===== config.mk =====
export PLATFORM = sky130hd
export DESIGN_NAME = zxdos_btn_reset_ctrl
export DESIGN_NICKNAME = d
export VERILOG_FILES = /design/src/rtl/zxdos_btn_reset_ctrl_pkg.sv /design/src/rtl/zxdos_btn_reset_ctrl_debounce.sv /design/src/rtl/zxdos_btn_reset_ctrl.sv
export SDC_FILE = /design/constraint.sdc
export NUM_CORES = 1
export LEC_CHECK = 0
export CELL_PAD_IN_SITES_DETAIL_PLACEMENT = 0
export CELL_PAD_IN_SITES_GLOBAL_PLACEMENT = 2
export CORE_ASPECT_RATIO = 0.9
export CORE_UTILIZATION = 38
export DETAILED_ROUTE_END_ITERATION = 16
export PLACE_DENSITY_LB_ADDON = 0.15
export SYNTH_ARGS = -nofsm -noshare
export SYNTH_HDL_FRONTEND = slang
export SYNTH_SLANG_ARGS = --single-unit

===== constraint.sdc =====
create_clock -name CLK_50MHZ -period 2.8 [get_ports CLK_50MHZ]
set_input_delay 0.56 -clock CLK_50MHZ [delete_from_list [all_inputs] [get_ports CLK_50MHZ]]
set_output_delay 0.56 -clock CLK_50MHZ [all_outputs]
set_load 0.1 [all_outputs]

===== src/rtl/zxdos_btn_reset_ctrl_pkg.sv =====
// Shared types and default timing for the ZXDOS front-panel button / reset sequencer.
package zxdos_btn_pkg;

  typedef enum logic [2:0] {
    ST_POR,
    ST_IDLE,
    ST_PRESS,
    ST_HOLD,
    ST_PULSE
  } seq_state_t;

  localparam int DEB_CYCLES_DEF  = 500000;
  localparam int LONG_CYCLES_DEF = 100000000;
  localparam int RST_PULSE_DEF   = 1024;

endpackage


===== src/rtl/zxdos_btn_reset_ctrl_debounce.sv =====
// One button: 2-flop synchroniser, stability counter, and press/release strobes.
module btn_debounce
  import zxdos_btn_pkg::*;
#(
  parameter int DEB_CYCLES = DEB_CYCLES_DEF
) (
  input  logic clk,
  input  logic rst,
  input  logic btn_n,
  output logic press_stb,
  output logic release_stb
);
  localparam int CW = (DEB_CYCLES > 1) ? $clog2(DEB_CYCLES) : 1;
  localparam logic [CW-1:0] CNT_LAST = CW'(DEB_CYCLES - 1);

  logic [1:0]    sync;
  logic          lvl;
  logic          deb;
  logic [CW-1:0] cnt;

  // Inverted after synchronisation so that pressed = 1
  assign lvl = ~sync[1];

  always_ff @(posedge clk) begin
    if (rst) begin
      sync        <= 2'b11;
      deb         <= 1'b0;
      cnt         <= '0;
      press_stb   <= 1'b0;
      release_stb <= 1'b0;
    end else begin
      sync        <= {sync[0], btn_n};
      press_stb   <= 1'b0;
      release_stb <= 1'b0;
      if (lvl == deb) begin
        cnt <= '0;
      end else if (cnt == CNT_LAST) begin
        cnt         <= '0;
        deb         <= lvl;
        press_stb   <= lvl;
        release_stb <= ~lvl;
      end else begin
        cnt <= cnt + 1'b1;
      end
    end
  end

endmodule


===== src/rtl/zxdos_btn_reset_ctrl.sv =====
// Button conditioner and reset sequencer feeding BTN_RESET / BTN_NMI into system.
module zxdos_btn_reset_ctrl
  import zxdos_btn_pkg::*;
#(
  parameter int DEB_CYCLES  = DEB_CYCLES_DEF,
  parameter int LONG_CYCLES = LONG_CYCLES_DEF,
  parameter int RST_PULSE   = RST_PULSE_DEF
) (
  input  logic       CLK_50MHZ,
  input  logic       RST,
  input  logic [1:0] BTN,
  input  logic       calib_done,
  output logic       BTN_RESET,
  output logic       BTN_NMI,
  output logic       COLD_BOOT,
  output logic [1:0] LED_int
);
  localparam int HW = (LONG_CYCLES > 1) ? $clog2(LONG_CYCLES) : 1;
  localparam int PW = (RST_PULSE > 1) ? $clog2(RST_PULSE) : 1;
  localparam logic [HW-1:0] HOLD_LAST  = HW'(LONG_CYCLES - 1);
  localparam logic [PW-1:0] PULSE_LAST = PW'(RST_PULSE - 1);

  seq_state_t    state, next_state;
  logic [1:0]    calib_sync;
  logic          calib_ok;
  logic [1:0]    press;
  logic          rst_release;
  logic          nmi_release_unused;
  logic [HW-1:0] hold_cnt;
  logic [PW-1:0] pulse_cnt;
  logic          busy;
  logic          btn_reset_d, btn_nmi_d, cold_boot_d, busy_d;

  btn_debounce #(.DEB_CYCLES(DEB_CYCLES)) u_deb_rst (
    .clk        (CLK_50MHZ),
    .rst        (RST),
    .btn_n      (BTN[0]),
    .press_stb  (press[0]),
    .release_stb(rst_release)
  );

  btn_debounce #(.DEB_CYCLES(DEB_CYCLES)) u_deb_nmi (
    .clk        (CLK_50MHZ),
    .rst        (RST),
    .btn_n      (BTN[1]),
    .press_stb  (press[1]),
    .release_stb(nmi_release_unused)
  );

  always_ff @(posedge CLK_50MHZ) begin
    if (RST) calib_sync <= 2'b00;
    else     calib_sync <= {calib_sync[0], calib_done};
  end
  assign calib_ok = calib_sync[1];

  // State register; outputs are registered from the next-state decode
  always_ff @(posedge CLK_50MHZ) begin
    if (RST) begin
      state     <= ST_POR;
      BTN_RESET <= 1'b1;
      BTN_NMI   <= 1'b0;
      COLD_BOOT <= 1'b1;
      busy      <= 1'b0;
    end else begin
      state     <= next_state;
      BTN_RESET <= btn_reset_d;
      BTN_NMI   <= btn_nmi_d;
      COLD_BOOT <= cold_boot_d;
      busy      <= busy_d;
    end
  end

  // Release beats reaching the long-press threshold so a release is never lost
  always_comb begin
    next_state = state;
    unique case (state)
      ST_POR:   if (calib_ok) next_state = ST_PULSE;
      ST_IDLE:  if (press[0]) next_state = ST_PRESS;
      ST_PRESS: begin
        if (rst_release)                next_state = ST_PULSE;
        else if (hold_cnt == HOLD_LAST) next_state = ST_HOLD;
      end
      ST_HOLD:  if (rst_release) next_state = ST_PULSE;
      ST_PULSE: if (pulse_cnt == PULSE_LAST) next_state = ST_IDLE;
      default:  next_state = ST_POR;
    endcase
    if (!calib_ok) next_state = ST_POR;
  end

  always_comb begin
    btn_reset_d = (next_state != ST_IDLE);
    btn_nmi_d   = (state == ST_IDLE) && (next_state == ST_IDLE) && press[1];
    cold_boot_d = (next_state == ST_POR) || (next_state == ST_HOLD) ||
                  (COLD_BOOT && (next_state != ST_IDLE));
    busy_d      = next_state inside {ST_PRESS, ST_HOLD, ST_PULSE};
  end

  always_ff @(posedge CLK_50MHZ) begin
    if (RST) begin
      hold_cnt  <= '0;
      pulse_cnt <= '0;
    end else begin
      if (next_state == ST_PRESS && state != ST_PRESS)      hold_cnt <= '0;
      else if (next_state == ST_PRESS && state == ST_PRESS) hold_cnt <= hold_cnt + 1'b1;
      if (next_state == ST_PULSE && state != ST_PULSE)      pulse_cnt <= '0;
      else if (next_state == ST_PULSE && state == ST_PULSE) pulse_cnt <= pulse_cnt + 1'b1;
    end
  end

  assign LED_int = {calib_ok, busy};

endmodule


After elaboration in Yosys (flattened, before gate mapping)

Index checks and enable logic that the tools add are counted.

Input port bits: 5
Flip-flop bits (word level): 93
Output and inout port bits: 5
Word-level logic and storage cells: 71

Add/sub/neg operators: 4
Reduce and logical (&&, ||, !) cells: 20
Equal/unequal tests: 17
Mux-type cells: 7
Bitwise operators: 6

Operator list:

| operator                                                                | count |
|---|---|
| 19-bit by 1-bit adder with 19-bit output, second input constant         | 2 |
| 19-bit == test, second input constant                                   | 2 |
| 27-bit by 1-bit adder with 27-bit output, second input constant         | 1 |
| 27-bit == test, second input constant                                   | 1 |
| 3-bit two-way mux                                                       | 6 |
| 3-bit case mux with 5 select lines                                      | 1 |
| 3-bit by 2-bit == test with 1-bit output, second input constant         | 4 |
| 3-bit OR reduction                                                      | 4 |
| 10-bit by 1-bit adder with 10-bit output, second input constant         | 1 |
| 10-bit == test, second input constant                                   | 1 |
| 1-bit logical AND                                                       | 7 |
| 3-bit by 1-bit == test with 1-bit output, second input constant         | 2 |
| 3-bit == test, second input constant                                    | 2 |
| 3-bit logical NOT                                                       | 2 |
| 1-bit NOT                                                               | 6 |
| 2-bit AND reduction                                                     | 2 |
| 2-bit OR reduction                                                      | 2 |
| 3-bit by 1-bit inequality test with 1-bit output, second input constant | 1 |
| 3-bit by 2-bit inequality test with 1-bit output, second input constant | 1 |
| 3-bit inequality test, second input constant                            | 1 |
| 3-bit nonzero test                                                      | 1 |
| 1-bit == test                                                           | 2 |
| 1-bit logical OR                                                        | 2 |

Logic depth before layout (Yosys ltp)

Gate-level depths: netlist of run 1.

Depth after elaboration: 8
Gate-level depth with buffers: 9
Gate-level depth less buffers: 6

Modules after synthesis

Synthesis of run 1 repeated with hierarchy kept, for this count alone.

Cells, all modules: 532
Area, all modules: 4556.9 um^2

By module, submodules not included:

| module               | area an instance (um^2) | sequential area each (um^2) | cells an instance | instances |
|---|---|---|---|---|
| zxdos_btn_reset_ctrl | 2472.4                  | 920.9                       | 300               | 1 |
| btn_debounce         | 1042.2                  | 480.5                       | 116               | 2 |

Worst setup path after synthesis of run 1

OpenSTA, ideal clock, no wires.

Path kind: flip-flop to flip-flop
Start: register pulse_cnt[0]
End: register pulse_cnt[4]
Stages on the path, launching flop included: 8
Buffers on the path: 1
Period minus slack after synthesis: 2.069 ns
Setup slack: 0.731 ns
Required time: 2.729 ns
Arrival: 1.998 ns
Library setup time: 0.071 ns
Path through: dfxtp_1 ha_1 and4_1 a32o_2 or2_1 buf_6 or4_1 a21oi_1

Longest elaborated chain between the ends: 7
Elaborated cells between the ends (all ways): 9
Classes of those cells: add/sub (1); eq/ne (2); mux (3); reduce/logical (3)

Ends and longest elaborated chain:

| what                               | line                                                     | source |
|---|---|---|
| start: declaration                 | zxdos_btn_reset_ctrl.sv:30                               | `logic [PW-1:0] pulse_cnt;` |
| start signal: assignment           | zxdos_btn_reset_ctrl.sv:106                              | `else if (next_state == ST_PULSE && state == ST_PULSE) pulse_cnt <= pulse_cnt + 1'b1;` |
| 10-bit == test                     | zxdos_btn_reset_ctrl.sv:84                               | `ST_PULSE: if (pulse_cnt == PULSE_LAST) next_state = ST_IDLE;` |
| 3-bit two-way mux                  | zxdos_btn_reset_ctrl.sv:84                               |  |
| 3-bit case mux with 5 select lines | zxdos_btn_reset_ctrl.sv:76                               | `unique case (state)` |
| 3-bit two-way mux                  | zxdos_btn_reset_ctrl.sv:87                               | `if (!calib_ok) next_state = ST_POR;` |
| 3-bit == test                      | zxdos_btn_reset_ctrl.sv:105, zxdos_btn_reset_ctrl.sv:106 |  |
| 1-bit logical AND                  | zxdos_btn_reset_ctrl.sv:105                              | `if (next_state == ST_PULSE && state != ST_PULSE) pulse_cnt <= '0;` |
| 2-bit OR reduction (no line)       | n/a                                                      |  |

Parallel ways exist; a longest one is shown, timed or not.
A chain may end at the register's enable or synchronous reset.

Worst setup path after layout of run 1

Start: register pulse_cnt[0]
End: register pulse_cnt[5]

The elaborated chain is that of the path after synthesis.

==> metrics, run 1 <==
startpoint types register; CTS Sinks 93; Tmin final roughly 2.2 ns; Worst VDD drop 0.000337 V; Setup CP Type register to register; Post-synth top cells 93 x dfxtp_1, 70 x nor2_1, 40 x xor2_1, 33 x nand3_1, 32 x nand2_1; placed wire-length estimate 5620 um; Max stage delay on crit path 0.51 ns; Critical Path Fanout Max 11; average wire per standard cell roughly 13 um; Power Density around 560 nW/um2; Crit. End Element register; share of layout cells above drive strength 1 between 7 and 8%; post_cts resized 0; Synth area leader dfxtp_1; worst slew margin relative to its limit 59.3%; remaining global-route overflow 0; Flop pwr share 51.5%; predominant post-synthesis flop cell dfxtp_1; Max Slew Vio Count 0; most frequent cell after synthesis dfxtp_1; drt initial violations 149; setup_tns 0 ns; core area 10,400 um2; Final #Nets 491; Net Switching 0.528 mW; Area Overhead vs Synth 11.7%; syn_nets 484; Final Cycle Share around four fifths; DRC 0; Unique masters post-synth between 40 and 50; port bufs 9; Die W approximately 110 um; Critical Path AT 2.49 ns; Syn Inst Count approximately 480; final WL roughly 8100 um; Post-synth EDFFs 0; Worst Hold Class register to register; Setup Fix Bufs, Post-CTS 0; worst hold path depth 1; standard-cell rows 35; Synth Register Bits 93; via count around 3,200; CTS clk-pin slew, worst paths 0.06 ns; crit path max-delay cell type or4_1; Worst-Margin Slew 0.610 ns; cts bufs inserted 9; number of global-route vias before repair ~3,000; final total power 2.59 mW; I/O Pins 10; gpl congestion 0.782; Fin. Hold Viols 0; status finished clean; Initial Util between 30% and 40%; Comb pwr share 2.0%; RSZ-0062 raised after global routing false; CTS tree built; CTS H-tree lvls 3; required time of the critical path a little over 3 ns; total of max-cap violations 0; Synth Warn # 0; Setup Viol. Count Final 0; clock skew 0.00600 ns; Clk network pwr share 46.5%; largest net degree at the start of global routing 27; DRT antenna net count 0; Internal between 2 and 2.5 mW; Root Buffer clkbuf_16; Skew-Pair Late Insertion Delay 0.34 ns; switching part of the total power between 20% and 30%; Clock Path Buffers 2; Total GRT Usage 15.8%; FFs w/ async S/R, synth 0%; Synth top area share a little under half; hold-fix buffer count after cts 0; vias per inst 5.25; maximum clock frequency 451 MHz; Mean Syn Cell Area 8.71 um2; first-pass GRT wire length roughly 14,000 um; worst r2r path cells 6; initial antenna violation count 0; Initial DRT Pass Iterations 4; die area around 11,000 um2; Ant. Diodes 0; cell-by-cell listing of the critical path ha_1 -> and4_1 -> a32o_2 -> or2_1 -> or4_1 -> a21oi_1; sequential fraction of the synthesis area 45.0%; Syn Std Cell Area between 4000 and 5000 um2; top cells by area, synth dfxtp_1 45%, xor2_1 8.5%, nor2_1 6.4%, nand3_1 4.0%, nand4_1 3.0%; Leak 1.53 nW; Die H a little over 100 um
==> flip-flops by register name (all words and copies together), names as in the netlist <==
name and cells:
hold_cnt 27, u_deb_nmi.cnt 19, u_deb_rst.cnt 19, pulse_cnt 10, state 3, calib_sync 2
u_deb_nmi.sync 2, u_deb_rst.sync 2, BTN_NMI 1, BTN_RESET 1, COLD_BOOT 1, busy 1
u_deb_nmi.deb 1, u_deb_nmi.press_stb 1, u_deb_rst.deb 1, u_deb_rst.press_stb 1, u_deb_rst.release_stb 1
==> power by group through the flow <==
stage / clock network (mW) / logic (mW) / registers [mW]
final: 1.20 / 0.0520 / 1.33
after global routing: 1.30 / 0.0580 / 1.33
after CTS: 1.25 / 0.0532 / 1.33
after detailed placement: 0 / 0.0530 / 1.36
after global placement: 0 / 0.0533 / 1.36
after floorplan: 0 / 0.0383 / 1.36
==> layer usage <==
metal	GRT usage, %	wire length, um	vias up
met3	4.21	206	5
met1	20.6	4190	1522
met5	0	0	-
met2	25.3	3650	21
li1	-	-	1689
met4	5.54	84	0
==> layout make-up <==
cell class / count / area [um2]
fill: 1061 / 5800
timing repair buffer: 16 / 130
multi-input combinational: 358 / 2160
tap: 129 / 161
sequential: 93 / 1860
clock buffer: 12 / 246
clock inverter: 4 / 47.5
inverter: 4 / 15.0
==> worst max-delay path, delay by kind of cell, from the launching register on <==
kind	cells	cell delay, ns
adders and majority gates	1	0.26
DFF	1	0.34
AOI/OAI and AO/OA	2	0.45
and+or+nand+nor	3	1.11
==> cell usage in the layout (no fill, tap or decap), types with 5 or more instances in the layout <==
master / n
nand4_1: 20
nand2_1: 32
buf_4: 12
nor2_1: 70
nor4b_1: 8
o21ai_0: 20
a21oi_1: 23
or3_1: 15
nor3_1: 5
nor2b_1: 6
dfxtp_1: 93
or2_2: 5
nand3_1: 33
and4_1: 12
xnor2_1: 12
clkbuf_16: 9
and3_1: 14
xor2_1: 40
==> final timing paths <==
path                                   startpoint                 to  slack (ns)
worst min register to register  u_deb_rst.sync[0]  u_deb_rst.sync[1]        0.41
worst max-delay path                 pulse_cnt[0]       pulse_cnt[5]        0.58
worst max register to register       pulse_cnt[0]       pulse_cnt[5]        0.58
worst min-delay path            u_deb_rst.sync[0]  u_deb_rst.sync[1]        0.41
==> cell families after synthesis <==
family / Yosys count / synth area share [%]
simple gates: 244 / 31.7
buf+inv: 24 / 2.81
compound gates: 57 / 8.02
mux: 1 / 0.242
xor+xnor: 52 / 11.0
flops: 93 / 45.0
fa+ha+maj: 4 / 1.21
==> metrics by stage <==
| stage | area, um2 | setup slack, ns | util, % | instances | hold slack (ns) |
|---|---|---|---|---|---|
| floorplan | 4140 | 0.731 | - | 475 | 0.389 |
| global placement | 4330 | 0.623 | 41.5 | 600 | 0.391 |
| detailed placement | 4330 | 0.592 | 41.5 | 600 | 0.398 |
| CTS | 4620 | 0.565 | 44.3 | 616 | 0.411 |
| global route | 4620 | 0.310 | 44.3 | 616 | 0.434 |
| finish | 4620 | 0.583 | 44.3 | 616 | 0.408 |
Note: power is estimated with default switching activity, not from simulation.
==> run 2: changes to the inputs <==
==> constraint.sdc (replaced) <==
create_clock -name CLK_50MHZ -period 2.3 [get_ports CLK_50MHZ]
set_input_delay 0.46 -clock CLK_50MHZ [delete_from_list [all_inputs] [get_ports CLK_50MHZ]]
set_output_delay 0.46 -clock CLK_50MHZ [all_outputs]
set_load 0.1 [all_outputs]
==> run 2 against run 1 <==
Worst setup slack got worse by 0.39 ns. Utilization rose by 1.0 points. Worst hold slack improved by 0.0016 ns. Combinational power rose by 29%. Flip-flop and latch count did not move. Non-clock buffer count rose by 7. Register-to-register slack got worse by 0.39 ns. Sequential power rose by 22%. Critical path type unchanged. Highest routed layer unchanged.
==> metrics, run 2 (same netlist as run 1, synthesis figures left out) <==
first-pass GRT wire length 14,600 um (was 14,400 um); fillers 1,024 (was 1,061); Crit. End Element register (unchanged); cell-by-cell listing of the critical path ha_1 -> and4_1 -> a32o_2 -> or2_1 -> or4b_1 -> a21oi_1 (was ha_1 -> and4_1 -> a32o_2 -> or2_1 -> or4_1 -> a21oi_1); total of max-cap violations 0 (unchanged); commonest non-fill, non-tap cell in the layout dfxtp_1 (unchanged); clock skew 0.00426 ns (was 0.00600 ns); cts bufs inserted 9 (unchanged); maximum clock frequency 475 MHz (was 451 MHz); initial antenna violation count 0 (unchanged); Skew-Pair Late Insertion Delay 0.34 ns (about the same); placed cells 607 (was 600); hold-fix buffer count after cts 0 (unchanged); Power Density 719 nW/um2 (was 560 nW/um2); die area 11,300 um2 (unchanged); Setup CP Type register to register (unchanged); Tmin final 2.10 ns (was 2.22 ns); Max Slew Vio Count 0 (unchanged); Area Overhead vs Synth 14.3% (was 11.7%); Final #Nets 498 (was 491); biggest regs hold_cnt x27, u_deb_nmi.cnt x19, u_deb_rst.cnt x19 (unchanged); gpl congestion 0.726 (was 0.782); Root Buffer clkbuf_16 (unchanged); largest net degree at the start of global routing 27 (unchanged); area occupied by multi-input gates 2160 um2 (unchanged); Non-Filler Instances 623 (was 616); required time of the critical path 2.57 ns (was 3.07 ns); via count 3,241 (was 3,237); Critical Path Fanout Max 8 (was 11); status finished clean (unchanged); post_cts resized 0 (unchanged); Worst-Margin Slew 0.573 ns (was 0.610 ns); Max stage delay on crit path 0.48 ns (was 0.51 ns); DRC 0 (unchanged); Initial Util 39.7% (unchanged); setup_tns 0 ns (unchanged); number of global-route vias before repair 3,085 (was 3,074); remaining global-route overflow 0 (unchanged); vias per inst 5.20 (was 5.25); DRT antenna net count 0 (unchanged); largest register by flop count hold_cnt (unchanged); most frequent cells in the layout 93 x dfxtp_1, 70 x nor2_1, 40 x xor2_1 (unchanged); placed wire-length estimate 5610 um (was 5620 um); Setup Viol. Count Final 0 (unchanged); CTS tree built (unchanged); Setup Fix Bufs, Post-CTS 0 (unchanged); Critical Path AT 2.37 ns (was 2.49 ns); I/O Pins 10 (unchanged); Worst VDD drop 0.000412 V (was 0.000337 V); Die W 112 um (unchanged); Initial DRT Pass Iterations 4 (unchanged); final WL 8250 um (was 8130 um); Ant. Diodes 0 (unchanged); port bufs 9 (unchanged); CTS H-tree lvls 3 (unchanged); RSZ-0062 raised after global routing false (unchanged); Fin. Hold Viols 0 (unchanged); CTS clk-pin slew, worst paths 0.07 ns (was 0.06 ns); standard-cell rows 35 (unchanged); Reg area 1860 um2 (unchanged); Final Cycle Share 91.5% (was 79.2%); Leak 1.58 nW (was 1.53 nW); Total GRT Usage 15.8% (about the same); Die H 101 um (unchanged); startpoint types register (unchanged); share of layout cells above drive strength 1 8.91% (was 7.19%); worst slew margin relative to its limit 61.6% (was 59.3%); number of flip-flops in the largest register 27 (unchanged); core area 10,400 um2 (unchanged); CTS Sinks 93 (unchanged); average wire per standard cell 13.2 um (about the same); Worst Hold Class register to register (unchanged); drt initial violations 170 (was 149); Clock Path Buffers 2 (unchanged); crit path max-delay cell type or4b_1 (was or4_1)
## run 2: metrics by stage
stage	area (um2)	total power, mW	hold WS, ns	utilization (%)	setup WS (ns)
2_1_floorplan	4140	1.70	0.389	-	0.231
5_1_grt	4730	3.52	0.422	45.4	0.0640
3_3_place_gp	4380	1.73	0.393	42.0	0.258
6_report	4730	3.40	0.410	45.4	0.195
3_5_place_dp	4380	1.73	0.397	42.0	0.220
4_1_cts	4730	3.45	0.408	45.4	0.192
## run 2: per-layer routing
layer  wire (um)  GRT usage, %  vias to the layer above
li1            -             -                     1709
met1        4360          21.0                     1498
met2        3590          25.2                       26
met3         227          4.39                        8
met4          75          4.31                        0
met5           0             0                        -
## run 2: worst paths after layout
kind                     start                 to  slack (ns)  cells after the start
max               pulse_cnt[0]       pulse_cnt[3]        0.20                      6
min          u_deb_nmi.sync[0]  u_deb_nmi.sync[1]        0.41                      1
max reg2reg       pulse_cnt[0]       pulse_cnt[3]        0.20                      6
min reg2reg  u_deb_nmi.sync[0]  u_deb_nmi.sync[1]        0.41                      1
## run 2: layout make-up
cell class / instances / share of cell area, %
Inverter: 4 / 0.318
Timing Repair Buffer: 23 / 3.86
Clock inverter: 7 / 2.59
Tap cell: 129 / 3.41
Multi-Input combinational cell: 358 / 45.7
Clock buffer: 9 / 4.76
Sequential cell: 93 / 39.4
## run 2: critical path, delay by kind of cell, from the launching register on
kind,cells,cell delay (ns)
flops,1,0.33
compound gates,2,0.46
simple gates,3,1.03
fa+ha+maj,1,0.22
## run 2: where the power goes
part	internal, mW	switching (mW)
clock	1.07	0.641
sequential	1.62	0.00525
combinational	0.0238	0.0434
